**config.mk**
```make
export PLATFORM = sky130hd
export DESIGN_NAME = ifetch_unit
export DESIGN_NICKNAME = d
export VERILOG_FILES = /design/src/rtl/ifetch_unit.sv
export SDC_FILE = /design/constraint.sdc
export NUM_CORES = 1
export LEC_CHECK = 0
export CAP_MARGIN = 20
export CORE_MARGIN = 4
export CORE_UTILIZATION = 51
export DETAILED_ROUTE_END_ITERATION = 8
export DONT_BUFFER_PORTS = 1
export PLACE_DENSITY = 0.72
export SLEW_MARGIN = 20
export SYNTH_ARGS = -nofsm -noshare
export SYNTH_HDL_FRONTEND = slang
export SYNTH_SLANG_ARGS = --single-unit
```
**constraint.sdc**
```tcl
create_clock -name clk -period 7.75 [get_ports clk]
set_input_delay 1.1625 -clock clk [delete_from_list [all_inputs] [get_ports clk]]
set_output_delay 1.1625 -clock clk [all_outputs]
set_load 0.02 [all_outputs]
```
**src/rtl/ifetch_unit.sv**
```systemverilog
// Instruction-fetch stage for the multi-cycle-memory MIPS core: owns the PC,
// runs a req/ack read to instruction memory, holds the fetched word and forms the next PC at commit.
module ifetch_unit #(
  parameter logic [31:0] PC_RESET = 32'h0000_0000
) (
  input  logic        clk,
  input  logic        rst,
  input  logic [1:0]  NPCOp,
  input  logic [31:0] RA,
  input  logic        ex_done,
  output logic        im_req,
  output logic [31:0] im_addr,
  input  logic        im_ack,
  input  logic [31:0] im_rdata,
  output logic [31:0] instr,
  output logic        instr_valid,
  output logic [31:0] PC,
  output logic [31:0] PC_plus4,
  output logic [31:0] retired,
  output logic        fetch_err
);

  localparam logic [1:0] NPC_PLUS4  = 2'b00;
  localparam logic [1:0] NPC_BRANCH = 2'b01;
  localparam logic [1:0] NPC_JUMP   = 2'b10;
  localparam logic [1:0] NPC_JR     = 2'b11;

  typedef enum logic [1:0] {
    S_IDLE  = 2'd0,
    S_FETCH = 2'd1,
    S_EXEC  = 2'd2,
    S_HALT  = 2'd3
  } state_e;

  state_e      state_q;
  logic [31:0] pc_q;
  logic [31:0] instr_q;
  logic        valid_q;
  logic [31:0] retired_q;
  logic        err_q;

  logic [31:0] pc_plus4;
  logic [31:0] br_off;
  logic [31:0] npc;

  assign pc_plus4 = pc_q + 32'd4;
  assign br_off   = {{14{instr_q[15]}}, instr_q[15:0], 2'b00};

  always_comb begin
    npc = pc_plus4;
    case (NPCOp)
      NPC_PLUS4:  npc = pc_plus4;
      NPC_BRANCH: npc = pc_plus4 + br_off;
      NPC_JUMP:   npc = {pc_plus4[31:28], instr_q[25:0], 2'b00};
      NPC_JR:     npc = RA;
      default:    npc = pc_plus4;
    endcase
  end

  // The request is a pure function of state, so no input can reach im_req/im_addr combinationally.
  assign im_req      = (state_q == S_FETCH);
  assign im_addr     = pc_q;
  assign instr       = instr_q;
  assign instr_valid = valid_q;
  assign PC          = pc_q;
  assign PC_plus4    = pc_plus4;
  assign retired     = retired_q;
  assign fetch_err   = err_q;

  always_ff @(posedge clk) begin
    if (rst) begin
      state_q   <= S_IDLE;
      pc_q      <= PC_RESET;
      instr_q   <= 32'd0;
      valid_q   <= 1'b0;
      retired_q <= 32'd0;
      err_q     <= 1'b0;
    end else begin
      case (state_q)
        S_IDLE: state_q <= S_FETCH;
        S_FETCH: begin
          if (im_ack) begin
            instr_q <= im_rdata;
            valid_q <= 1'b1;
            state_q <= S_EXEC;
          end
        end
        S_EXEC: begin
          if (ex_done) begin
            valid_q <= 1'b0;
            // A misaligned target stops the core; the PC keeps the faulting instruction's address.
            if (npc[1:0] == 2'b00) begin
              pc_q      <= npc;
              retired_q <= retired_q + 32'd1;
              state_q   <= S_FETCH;
            end else begin
              err_q   <= 1'b1;
              state_q <= S_HALT;
            end
          end
        end
        S_HALT:  state_q <= S_HALT;
        default: state_q <= S_IDLE;
      endcase
    end
  end

endmodule

```
Word-level counts from Yosys, hierarchy flattened
Index checks and enable logic that the tools add are counted.

storage, ports and cells
  bits in registers = 100
  bits of input ports = 70
  output and inout port bits = 163
  logic and storage cells = 35

operators by class
  add/subtract/negate cells = 3
  equality and inequality tests = 8
  muxes and demuxes = 8
  bitwise operators = 1
  reductions and logical operators = 9

operators by type and width
  cell                     number
  $pmux W32 S4             1
  $add A32 B1 Y32 const B  1
  $add A32 B3 Y32 const B  1
  $add A32 B32 Y32         1
  $reduce_and A3 Y1        3
  $eq A2 B2 Y1 const B     4
  $pmux W2 S4              1
  $logic_not A2 Y1         3
  $mux W2                  3
  $eq A2 B1 Y1 const B     2
  $reduce_and A2 Y1        2
  $mux W1                  2
  $ne A2 B1 Y1 const B     1
  $ne A2 B2 Y1 const B     1
  $pmux W1 S2              1
  $reduce_bool A2 Y1       1
  $not A1 Y1               1

Depth between registers and ports, before layout
  depth after elaboration = 7
  mapped depth = 16
  mapped depth without buffers = 15

Worst setup path before layout
No wires, ideal clock.

  kind = register to register
  start point = register pc_q[2] (netlist: PC[2])
  end point = register pc_q[24] (netlist: PC[24])
  library setup time = 117 ps
  arrival time = 4053 ps
  data required time = 7633 ps
  setup slack = 3580 ps
  stages on the path, launching flop included = 16
  buffers on the path = 0
  clock period less this slack = 4170 ps
  cell sequence = dfxtp_1 -> ha_1 -> inv_1 -> or2_2 -> nor2_1 -> nand3_1 -> xnor2_1 -> ha_1 -> and4_4 -> nand2b_1 -> or3b_4 -> o21ai_2 -> and3_4 -> xnor2_1 -> mux4_2 -> a22o_1

between the ends
  longest elaborated chain between the ends = 3

ends and longest elaborated chain
  element                 RTL line  text
  from (decl)             36        logic [31:0] pc_q;
  from (signal assigned)  93        pc_q <= npc;
  $add A32 B3 Y32         46        assign pc_plus4 = pc_q + 32'd4;
  named net PC_plus4[14]  18        output logic [31:0] PC_plus4,
  $add A32 B32 Y32        53        NPC_BRANCH: npc = pc_plus4 + br_off;
  $pmux W32 S4            51        case (NPCOp)

The timed path passes the listed nets, and every way through them passes these cells.
A chain may end at the register's enable or synchronous reset.

Final worst setup path
  start point = register pc_q[4] (netlist: PC[4])
  end point = register pc_q[24] (netlist: PC[24])

The elaborated chain is that of the path after synthesis.

==> impl_results.md <==
* Status: complete, no violations
* CP Data Required Time at 8.02 ns
* Tcrit/Tclk final at 0.632
* Final WL at 21400 um
* Yosys warns at 0
* ANT cells at 0
* Dpl cells at 988
* Post-CTS Setup Bufs at 0
* Seq cells post-synth at 100
* Number of global-route vias before repair at 5915
* Initial antenna violation count at 0
* Library cells used by synthesis at 78
* 1st-iter DRT viols at 620
* Die area at 15800 um2
* Multi-input gate area at 4550 um2
* Initial core utilization at 0.529
* Async S/R FF share, synth at 0
* Post-route insts no fill at 1004
* Clock sink total at 100
* Final ANT Viol Nets at 0
* FILL cells at 1263
* Clock tree from TritonCTS: done
* Placement Setup Slack at 2.87 ns
* Syn Inst Count at 886
* CTS max path bufs at 2
* WS Path Type: reg -> reg
* Period minus WS final at 4.90 ns
* Commonest non-fill, non-tap cell in the layout: nand2_1
* Syn_area_per_cell at 7.99 um2
* Worst r2r dst: PC[24]
* Fmax at 0.204 GHz
* DR WL/cell at 21.4 um
* Hold depth at 2
* Post-cts sizing count at 0
* # setup viols final at 0
* H-tree levels at 3
* Total global routing overflow at 0
* Cell depth of the worst flop-to-flop path at 13
* Routability Congestion at 0.945
* Layout Skew at 0.0167 ns
* R2R setup slack at 2.85 ns
* VDD IR max at 127 uV
* Ys flop type: dfxtp_1
* Hold EP: instr[29]
* Hold WS at 0.556 ns
* Dpl hpwl at 15200 um
* DRC Markers at 0
* Power Dens Cells at 165 nW/um2
* Die span in x at 126 um
* Top cells by area, synth: dfxtp_1, nand2_1, a21oi_1
* PortBufs at 0
* Yosys top cell area share at 0.283
* Seq/Total Area, Yosys at 0.283
* Via density at 6.35
* RSZ-0062 raised after global routing: false
* Layout cells sized above 1 at 0.0797
* Post-Syn Nets at 990
* Setup TNS at 0 ns
* Core area at 13400 um2
* Hold Crit Start: instr[29]
* FP Rows at 42
* Clk Latency, worst-skew pair at 0.37 ns
* Worst setup EP type: register
* Post-synth EDFFs at 0
* Cts hold-fix bufs at 0
* DR pass1 iterations at 5
* Reg2Reg Launch Point: PC[4]
* Io pins at 233
* Leak pwr at 2.73 nW
* Total track usage at 0.258
* Chip height at 126 um
* Slew Viols, Final at 0
* Final worst slack at 2.85 ns
* Hold Vio Cnt, Final at 0
* Largest area contributor in the synthesized netlist: dfxtp_1
* Sequential cell area at 2000 um2
* Most frequent cells in the layout: nand2_1, dfxtp_1, nor2_1
* Cts bufs inserted at 9
* Largest net degree at the start of global routing at 99
* Worst Tran Pin Value at 1.07 ns
* Slew headroom at 0.284
* Reg clk slew, reported paths at 0.09 ns
* Critical Path Fanout Max at 10
* Worst min-delay path class: reg -> reg
* Layout area overhead at 1.20%
* Total Nets Final at 927
* First-pass GRT wire length at 32900 um
* Root Buffer: clkbuf_16
* Post-synthesis cell area at 7080 um2
* Critical path arrival at 5.17 ns
* Critical Path Source Type: register
* Vias at 6375
* Max cap viols at 0
## critical path, cell delays in order, from the launching register on
cell,delay (ns)
dfxtp_1,0.78
nand4_1,0.33
nor2_1,0.51
and3_1,0.25
nand3_1,0.09
xnor2_1,0.65
ha_1,0.44
and3_2,0.24
and4_2,0.25
a32oi_1,0.29
and3_4,0.26
xnor2_1,0.07
mux4_2,0.46
a22o_1,0.20
## cells in the mapped netlist, types with 3 or more instances
library cell and instances:
a31oi_1 4, o21bai_1 5, ha_1 33, nor2b_1 6, mux2i_1 6, a211o_1 3
a31o_2 3, a311oi_1 7, dfxtp_1 100, o211ai_1 9, a21oi_1 87, o32ai_1 3
buf_6 4, a21o_1 7, nand3_1 29, o21ai_0 23, mux2_2 3, and3_1 10
buf_2 4, nor3_1 27, and2_1 7, nand2b_1 7, or2_2 4, o21a_1 8
xnor2_1 40, mux4_2 16, a211oi_1 5, xor2_1 36, or3_1 4, nand2_1 128
a22oi_1 3, and4_1 6, nor2_1 99, clkbuf_1 28, clkbuf_8 3, inv_1 14
buf_1 3, buf_4 35, nand4_1 19
## power by group
group          leakage [nW]  internal [W]  switching (W)
Sequential            0.810      0.000526      0.0000394
Clock                 0.159      0.000262       0.000239
Combinational          1.76     0.0000469      0.0000688
Total                  2.73      0.000835       0.000347
## sequential cells by signal (all words and copies together), names as in the netlist
name and cells:
PC 32, instr 32, retired 32, state_q 2, fetch_err 1, instr_valid 1
## layer usage
metal	routed length, um	up-vias	track usage
li1	-	2993	-
met1	8850	3002	0.338
met2	9690	346	0.397
met3	2460	34	0.0931
met4	449	0	0.0871
met5	0	-	0
## per-stage QoR
stage | util | total power (W) | instance area, um2
2_1_floorplan | - | 0.000682 | 7080
3_3_place_gp | 0.511 | 0.000690 | 6850
3_5_place_dp | 0.511 | 0.000692 | 6850
4_1_cts | 0.535 | 0.00119 | 7170
5_1_grt | 0.535 | 0.00122 | 7170
6_report | 0.535 | 0.00118 | 7170
## cells by family (layout without fill, tap and decap cells)
kind of cell,count (synthesis),count (layout),synth area share
and+or+nand+nor,364,364,0.242
AOI/OAI and AO/OA,195,195,0.178
DFF,100,100,0.283
buffers and inverters,91,33,0.0760
xor gates and xnor gates,77,77,0.0963
adders and majority gates,34,34,0.0611
muxes,25,25,0.0641
## worst max path at each step
stage | startpoint | to | slack [ns] | cells after the start
after floorplan | PC[2] | PC[24] | 3.58 | 15
after global placement | PC[4] | PC[24] | 2.93 | 13
after detailed placement | PC[4] | PC[24] | 2.87 | 13
after CTS | PC[4] | PC[24] | 2.88 | 13
after global routing | PC[4] | PC[24] | 2.51 | 13
final | PC[4] | PC[24] | 2.85 | 13
## layout make-up
| class | instances | share of cell area |
|---|---|---|
| multi-input combinational | 695 | 0.634 |
| clock inverter | 7 | 0.0136 |
| tap | 176 | 0.0307 |
| inverter | 14 | 0.00733 |
| clock buffer | 9 | 0.0314 |
| sequential | 100 | 0.279 |
| timing repair buffer | 3 | 0.00314 |
(Power assumes the default switching activity.)
